[config.mk]
export PLATFORM = sky130hd
export DESIGN_NAME = shift_reg2d_param
export DESIGN_NICKNAME = d
export VERILOG_FILES = /design/src/rtl/shift_reg2d_pkg.sv /design/src/rtl/shift_reg2d_tap_mux.sv /design/src/rtl/shift_reg2d_param.sv
export SDC_FILE = /design/constraint.sdc
export NUM_CORES = 1
export LEC_CHECK = 0
export BUFFER_PORTS_ARGS = -buffer_cell sky130_fd_sc_hd__buf_2
export CORE_MARGIN = 3
export CORE_UTILIZATION = 58
export CTS_BUF_LIST = sky130_fd_sc_hd__clkbuf_8
export DETAILED_ROUTE_END_ITERATION = 10
export GPL_TIMING_DRIVEN = 0
export PLACE_DENSITY = 0.87
export SLEW_MARGIN = 20
export SYNTH_ARGS = -nofsm -noshare
export SYNTH_HDL_FRONTEND = slang
export SYNTH_SLANG_ARGS = --single-unit
[constraint.sdc]
create_clock -name clk -period 4.5 [get_ports clk]
set_input_delay 0.45 -clock clk [delete_from_list [all_inputs] [get_ports clk]]
set_output_delay 0.45 -clock clk [all_outputs]
set_load 0.02 [all_outputs]
[src/rtl/shift_reg2d_pkg.sv]
// Shared mode encodings and popcount helper for the 2D shift register.
// Optional rotate mode is enabled by defining SHIFT_REG2D_ROTATE_EN.
package shift_reg2d_pkg;

  localparam logic [1:0] MODE_HOLD = 2'b00;
  localparam logic [1:0] MODE_UP   = 2'b01;
  localparam logic [1:0] MODE_DOWN = 2'b10;
  localparam logic [1:0] MODE_ROT  = 2'b11;

  // Widest valid vector the popcount helper accepts; callers zero-extend.
  localparam int POP_MAX_W = 256;

  function automatic int unsigned popcount(input logic [POP_MAX_W-1:0] vec);
    int unsigned n;
    n = 0;
    for (int i = 0; i < POP_MAX_W; i++) begin
      n += {31'd0, vec[i]};
    end
    return n;
  endfunction

endpackage

[src/rtl/shift_reg2d_tap_mux.sv]
// Registered DEPTH:1 tap selector over the flat stage bus plus valid bits.
// Selects at or beyond DEPTH read back as zero with the valid bit cleared.
module shift_reg2d_tap_mux #(
  parameter int WIDTH = 4,
  parameter int DEPTH = 16,
  parameter int SEL_W = $clog2(DEPTH)
) (
  input  logic                   clk,
  input  logic                   rstn,
  input  logic [WIDTH*DEPTH-1:0] data,
  input  logic [DEPTH-1:0]       valid,
  input  logic [SEL_W-1:0]       tap_sel,
  output logic [WIDTH-1:0]       tap_out,
  output logic                   tap_valid
);

  logic [WIDTH-1:0] word_d;
  logic             valid_d;

  // Only in-range indices can match, so out-of-range selects fall to zero.
  always_comb begin
    word_d  = '0;
    valid_d = 1'b0;
    for (int i = 0; i < DEPTH; i++) begin
      if (tap_sel == SEL_W'(i)) begin
        word_d  = data[i*WIDTH +: WIDTH];
        valid_d = valid[i];
      end
    end
  end

  always_ff @(posedge clk or negedge rstn) begin
    if (!rstn) begin
      tap_out   <= '0;
      tap_valid <= 1'b0;
    end else begin
      tap_out   <= word_d;
      tap_valid <= valid_d;
    end
  end

endmodule

[src/rtl/shift_reg2d_param.sv]
// Parametrised 2D shift register: bidirectional shift, clear, tap and spill ports.
// Define SHIFT_REG2D_ROTATE_EN to make mode 11 rotate up; otherwise it holds.
module shift_reg2d_param
  import shift_reg2d_pkg::*;
#(
  parameter int WIDTH = 4,
  parameter int DEPTH = 16,
  localparam int CNT_W = $clog2(DEPTH+1),
  localparam int SEL_W = $clog2(DEPTH)
) (
  input  logic                   clk,
  input  logic                   rstn,
  input  logic [1:0]             mode,
  input  logic                   clr,
  input  logic [WIDTH-1:0]       in,
  input  logic                   in_valid,
  input  logic [SEL_W-1:0]       tap_sel,
  output logic [WIDTH*DEPTH-1:0] out_all,
  output logic [DEPTH-1:0]       valid_all,
  output logic [WIDTH-1:0]       tap_out,
  output logic                   tap_valid,
  output logic [WIDTH-1:0]       spill,
  output logic                   spill_valid,
  output logic [CNT_W-1:0]       count,
  output logic                   full,
  output logic                   empty
);

  localparam int TOTAL_W = WIDTH * DEPTH;

  logic [TOTAL_W-1:0] data_q, data_d;
  logic [DEPTH-1:0]   valid_q, valid_d;
  logic [WIDTH-1:0]   spill_q, spill_d;
  logic               spill_valid_q, spill_valid_d;
  logic [CNT_W-1:0]   count_q;
  logic [WIDTH-1:0]   top_word, bottom_word;

  assign top_word    = data_q[TOTAL_W-1 -: WIDTH];
  assign bottom_word = data_q[WIDTH-1:0];

  // The spill register only loads when the word leaving is valid, so it
  // keeps the last real word across holds and invalid pushes.
  always_comb begin
    data_d        = data_q;
    valid_d       = valid_q;
    spill_d       = spill_q;
    spill_valid_d = 1'b0;
    if (clr) begin
      data_d  = '0;
      valid_d = '0;
    end else begin
      case (mode)
        MODE_UP: begin
          data_d  = {data_q[TOTAL_W-WIDTH-1:0], in};
          valid_d = {valid_q[DEPTH-2:0], in_valid};
          if (valid_q[DEPTH-1]) begin
            spill_d       = top_word;
            spill_valid_d = 1'b1;
          end
        end
        MODE_DOWN: begin
          data_d  = {in, data_q[TOTAL_W-1:WIDTH]};
          valid_d = {in_valid, valid_q[DEPTH-1:1]};
          if (valid_q[0]) begin
            spill_d       = bottom_word;
            spill_valid_d = 1'b1;
          end
        end
`ifdef SHIFT_REG2D_ROTATE_EN
        MODE_ROT: begin
          data_d  = {data_q[TOTAL_W-WIDTH-1:0], top_word};
          valid_d = {valid_q[DEPTH-2:0], valid_q[DEPTH-1]};
        end
`endif
        default: ;
      endcase
    end
  end

  always_ff @(posedge clk or negedge rstn) begin
    if (!rstn) begin
      data_q        <= '0;
      valid_q       <= '0;
      spill_q       <= '0;
      spill_valid_q <= 1'b0;
      count_q       <= '0;
    end else begin
      data_q        <= data_d;
      valid_q       <= valid_d;
      spill_q       <= spill_d;
      spill_valid_q <= spill_valid_d;
      count_q       <= CNT_W'(popcount(POP_MAX_W'(valid_d)));
    end
  end

  shift_reg2d_tap_mux #(
    .WIDTH (WIDTH),
    .DEPTH (DEPTH),
    .SEL_W (SEL_W)
  ) u_tap_mux (
    .clk       (clk),
    .rstn      (rstn),
    .data      (data_q),
    .valid     (valid_q),
    .tap_sel   (tap_sel),
    .tap_out   (tap_out),
    .tap_valid (tap_valid)
  );

  assign out_all     = data_q;
  assign valid_all   = valid_q;
  assign spill       = spill_q;
  assign spill_valid = spill_valid_q;
  assign count       = count_q;
  assign full        = (count_q == CNT_W'(DEPTH));
  assign empty       = (count_q == '0);

endmodule

==> results.ini <==
[logic_synthesis]
ys_ff_latch=95
syn_area_mm2=0.00576
synth_top_area_share_pct=41.3
yosysMostFrequentCell=nor2_1
yosysTopAreaCell=dfrtp_1
synth_edf_count=0
ys.flop_type=dfrtp_1
postSynthAreaPerCell_um2=9.15
synth.net_count=662
async_flop_share_pct=100
synth_commonest_cells=nor2_1 (135), dfrtp_1 (95), mux2i_1 (85), a21oi_1 (76), clkbuf_1 (34)
ys_seq_area_share_pct=41.3
yosys.cell_types.count=54
syn_inst=630
yosys_warnings=0
synth_area_leaders=dfrtp_1 (41%), mux2i_1 (15%), nor2_1 (8.8%), a21oi_1 (6.6%), fa_1 (3.5%)

[worst_setup_path]
critPathKind=in2reg
r2r-end=count[4]
crit_slowest_cell=fa_1
end_kind=flip-flop
rr_worst_depth=14
cp_max_fo=10
critPathRequiredTime_ns=4.76
r2r_start=valid_all[10]
cp_cell_sequence=buf_2, inv_1, ha_2, clkbuf_4, a221oi_1, a211oi_1, inv_1, fa_1, inv_1, fa_1, inv_1, fa_1, inv_1, fa_1, ha_1, fa_1, a21oi_1, nor2b_1
r2r_slack_ns=0.49
cp.arrival_ns=4.58
max_stage_delay_ns=0.49
start_kind=input port

[min_path]
hold_end=out_all[61]
hold_depth=3
hp-start=in[1]
hp-class=in2reg

[clock_network]
cts.root.buffer_cell=clkbuf_8
cts_tree=done
numClockSinks=95
htree_levels=3
cts_inserted_buffers=9
cts_setup_buffers=0
worstSkewPairLatency_ns=0.36
clkTransAtPathRegs_ns=0.09
cts_buffer_depth=2

[floorplanning]
die_h_um=106
core-area_mm2=0.00946
die_area_mm2=0.0112
die_width_um=106
fp-row-count=35
boundaryPins=111
floorplan.initialDensity_pct=60.9

[outcome]
status=complete, no violations

[final_layout]
drive_above_1_share_pct=20.6
design_area_mm2=0.00673
fin_util_pct=71.2
nNetsFinal=779
area_growth_pct=16.8
n_fill_cell=778
n_antenna_cell=0

[power_and_ir_drop]
p_per_area_mw_per_mm2=282
p_leak_nw=3.41
pwr-share-seq_pct=48.0
power_frac_clock_pct=32.4
switching_share_pct=29.7
p_int_mw=1.33
p_sw_uw=563
vdd.ir_drop.worst_mv=0.156
power.total_mw=1.90
power_frac_comb_pct=19.6

[placement]
numPortBuffers=108
place.gp.congestion=0.990
place_area_mm2=0.00650
dp_hpwl_um=12400

[drt]
num_vias=5392
drc=0
drtIter0Drc=508
wl_um=16800
dr.pass1.iters=5
via_per_inst=6.13
ant_nets=0
wl_per_cell_um=19.1

[sta]
setup_viol=0
max-slew-margin-rel_pct=43.5
finalMaxSlewViolations=0
finalHoldViolCount=0
max_freq_mhz=232
post-route-period-util_pct=96.0
skew_ns=0.00776
worstMarginPinSlew_ns=0.826
final.min_clock_period_ns=4.32
rsz0062_at_grt=false

[global_route]
grtUsageTotal_pct=30.9
grt_pass1_vias=5249
grt_overflow=0
grt_pass1_wl_um=27400
antenna_found_initial=0
grt_max_degree=77

[job]
cap_violations=0

## layout by cell type, fill, tap and decap left out, types with 5 or more instances in the layout
cell type,Yosys,routed
dfrtp_1,95,95
a211o_1,7,7
buf_1,7,6
nor2_1,135,134
o211ai_1,5,5
nor2b_1,6,6
o31ai_1,7,7
ha_1,8,7
a22oi_1,11,11
a21oi_1,76,76
clkbuf_2,0,6
clkbuf_8,0,10
mux2i_1,85,85
fa_1,10,10
nand3b_1,5,5
nand2_1,17,17
inv_1,33,35
a221oi_1,10,10
buf_2,10,118
clkbuf_1,34,21
o21ai_0,11,11
## flip-flops by register name, indices dropped and copies added (netlist names)
| name | count |
|---|---|
| count | 5 |
| spill | 4 |
| valid_all | 16 |
| spill_valid | 1 |
| u_tap_mux.tap_out | 4 |
| u_tap_mux.tap_valid | 1 |
| out_all | 64 |
## logic make-up after synthesis
logic type      after synthesis  share of synthesized area (%)
mux                          92                           16.9
fa+ha+maj                    18                           5.21
xor+xnor                      2                          0.304
simple gates                185                           13.6
buf+inv                      85                           5.88
compound gates              153                           16.8
flops                        95                           41.3
## routing by layer
| layer | track usage, % | share of wire (%) | routed length (um) |
|---|---|---|---|
| met1 | 42.1 | 40 | 6730 |
| met2 | 50.0 | 48 | 8090 |
| met4 | 11.7 | 2.9 | 480 |
| met3 | 4.59 | 9.0 | 1510 |
| met5 | 0 | 0 | 0 |
## cell type report
class / instances / area [um^2] / share of cell area, %
Tap cell: 129 / 161 / 2.40
Multi-Input combinational cell: 450 / 3050 / 45.3
Inverter: 33 / 124 / 1.84
Sequential cell: 95 / 2380 / 35.3
Timing Repair Buffer: 110 / 584 / 8.68
Clock buffer: 10 / 138 / 2.04
Buffer: 48 / 220 / 3.27
Clock inverter: 5 / 75.1 / 1.12
## through the flow
stage	std cells	hold slack, ns	TNS [ns]	setup slack, ns
6_report	880	0.432	0	0.182
5_1_grt	880	0.440	0	0.0230
4_1_cts	884	0.426	0	0.0201
3_5_place_dp	868	0.305	-2.23	-0.646
3_3_place_gp	867	0.459	-1.90	-0.555
2_1_floorplan	630	0.154	0	0.0398
## how the worst max path moves through the flow
| stage | startpoint | endpoint | slack, ns | depth (start not counted) |
|---|---|---|---|---|
| floorplan | mode[0] | count[4] | 0.04 | 18 |
| finish | mode[0] | count[4] | 0.18 | 18 |
| global placement | mode[1] | count[4] | -0.56 | 19 |
| CTS | mode[0] | count[4] | 0.02 | 19 |
| detailed placement | mode[1] | count[4] | -0.65 | 19 |
| global route | mode[0] | count[4] | 0.02 | 18 |
## repair_timing
action,CTS,global route
resized for setup,7,12
hold buffers,1,0
endpoints found under the setup margin,4,3
hold endpoints to repair,19,0
## critical path, delay by kind of cell
kind            cells  cell delay (ns)
simple gates        1             0.06
fa+ha+maj           7             2.90
compound gates      3             0.57
buf+inv             7             0.61
## power by group through the flow
stage / sequential [mW] / clock, mW / combinational (mW)
final: 0.910 / 0.614 / 0.372
after CTS: 0.909 / 0.616 / 0.371
after floorplan: 0.956 / 0 / 0.211
after global routing: 0.913 / 0.652 / 0.409
after detailed placement: 0.926 / 0 / 0.368
after global placement: 0.925 / 0 / 0.356
No activity file was read; power rests on OpenSTA's default activity.
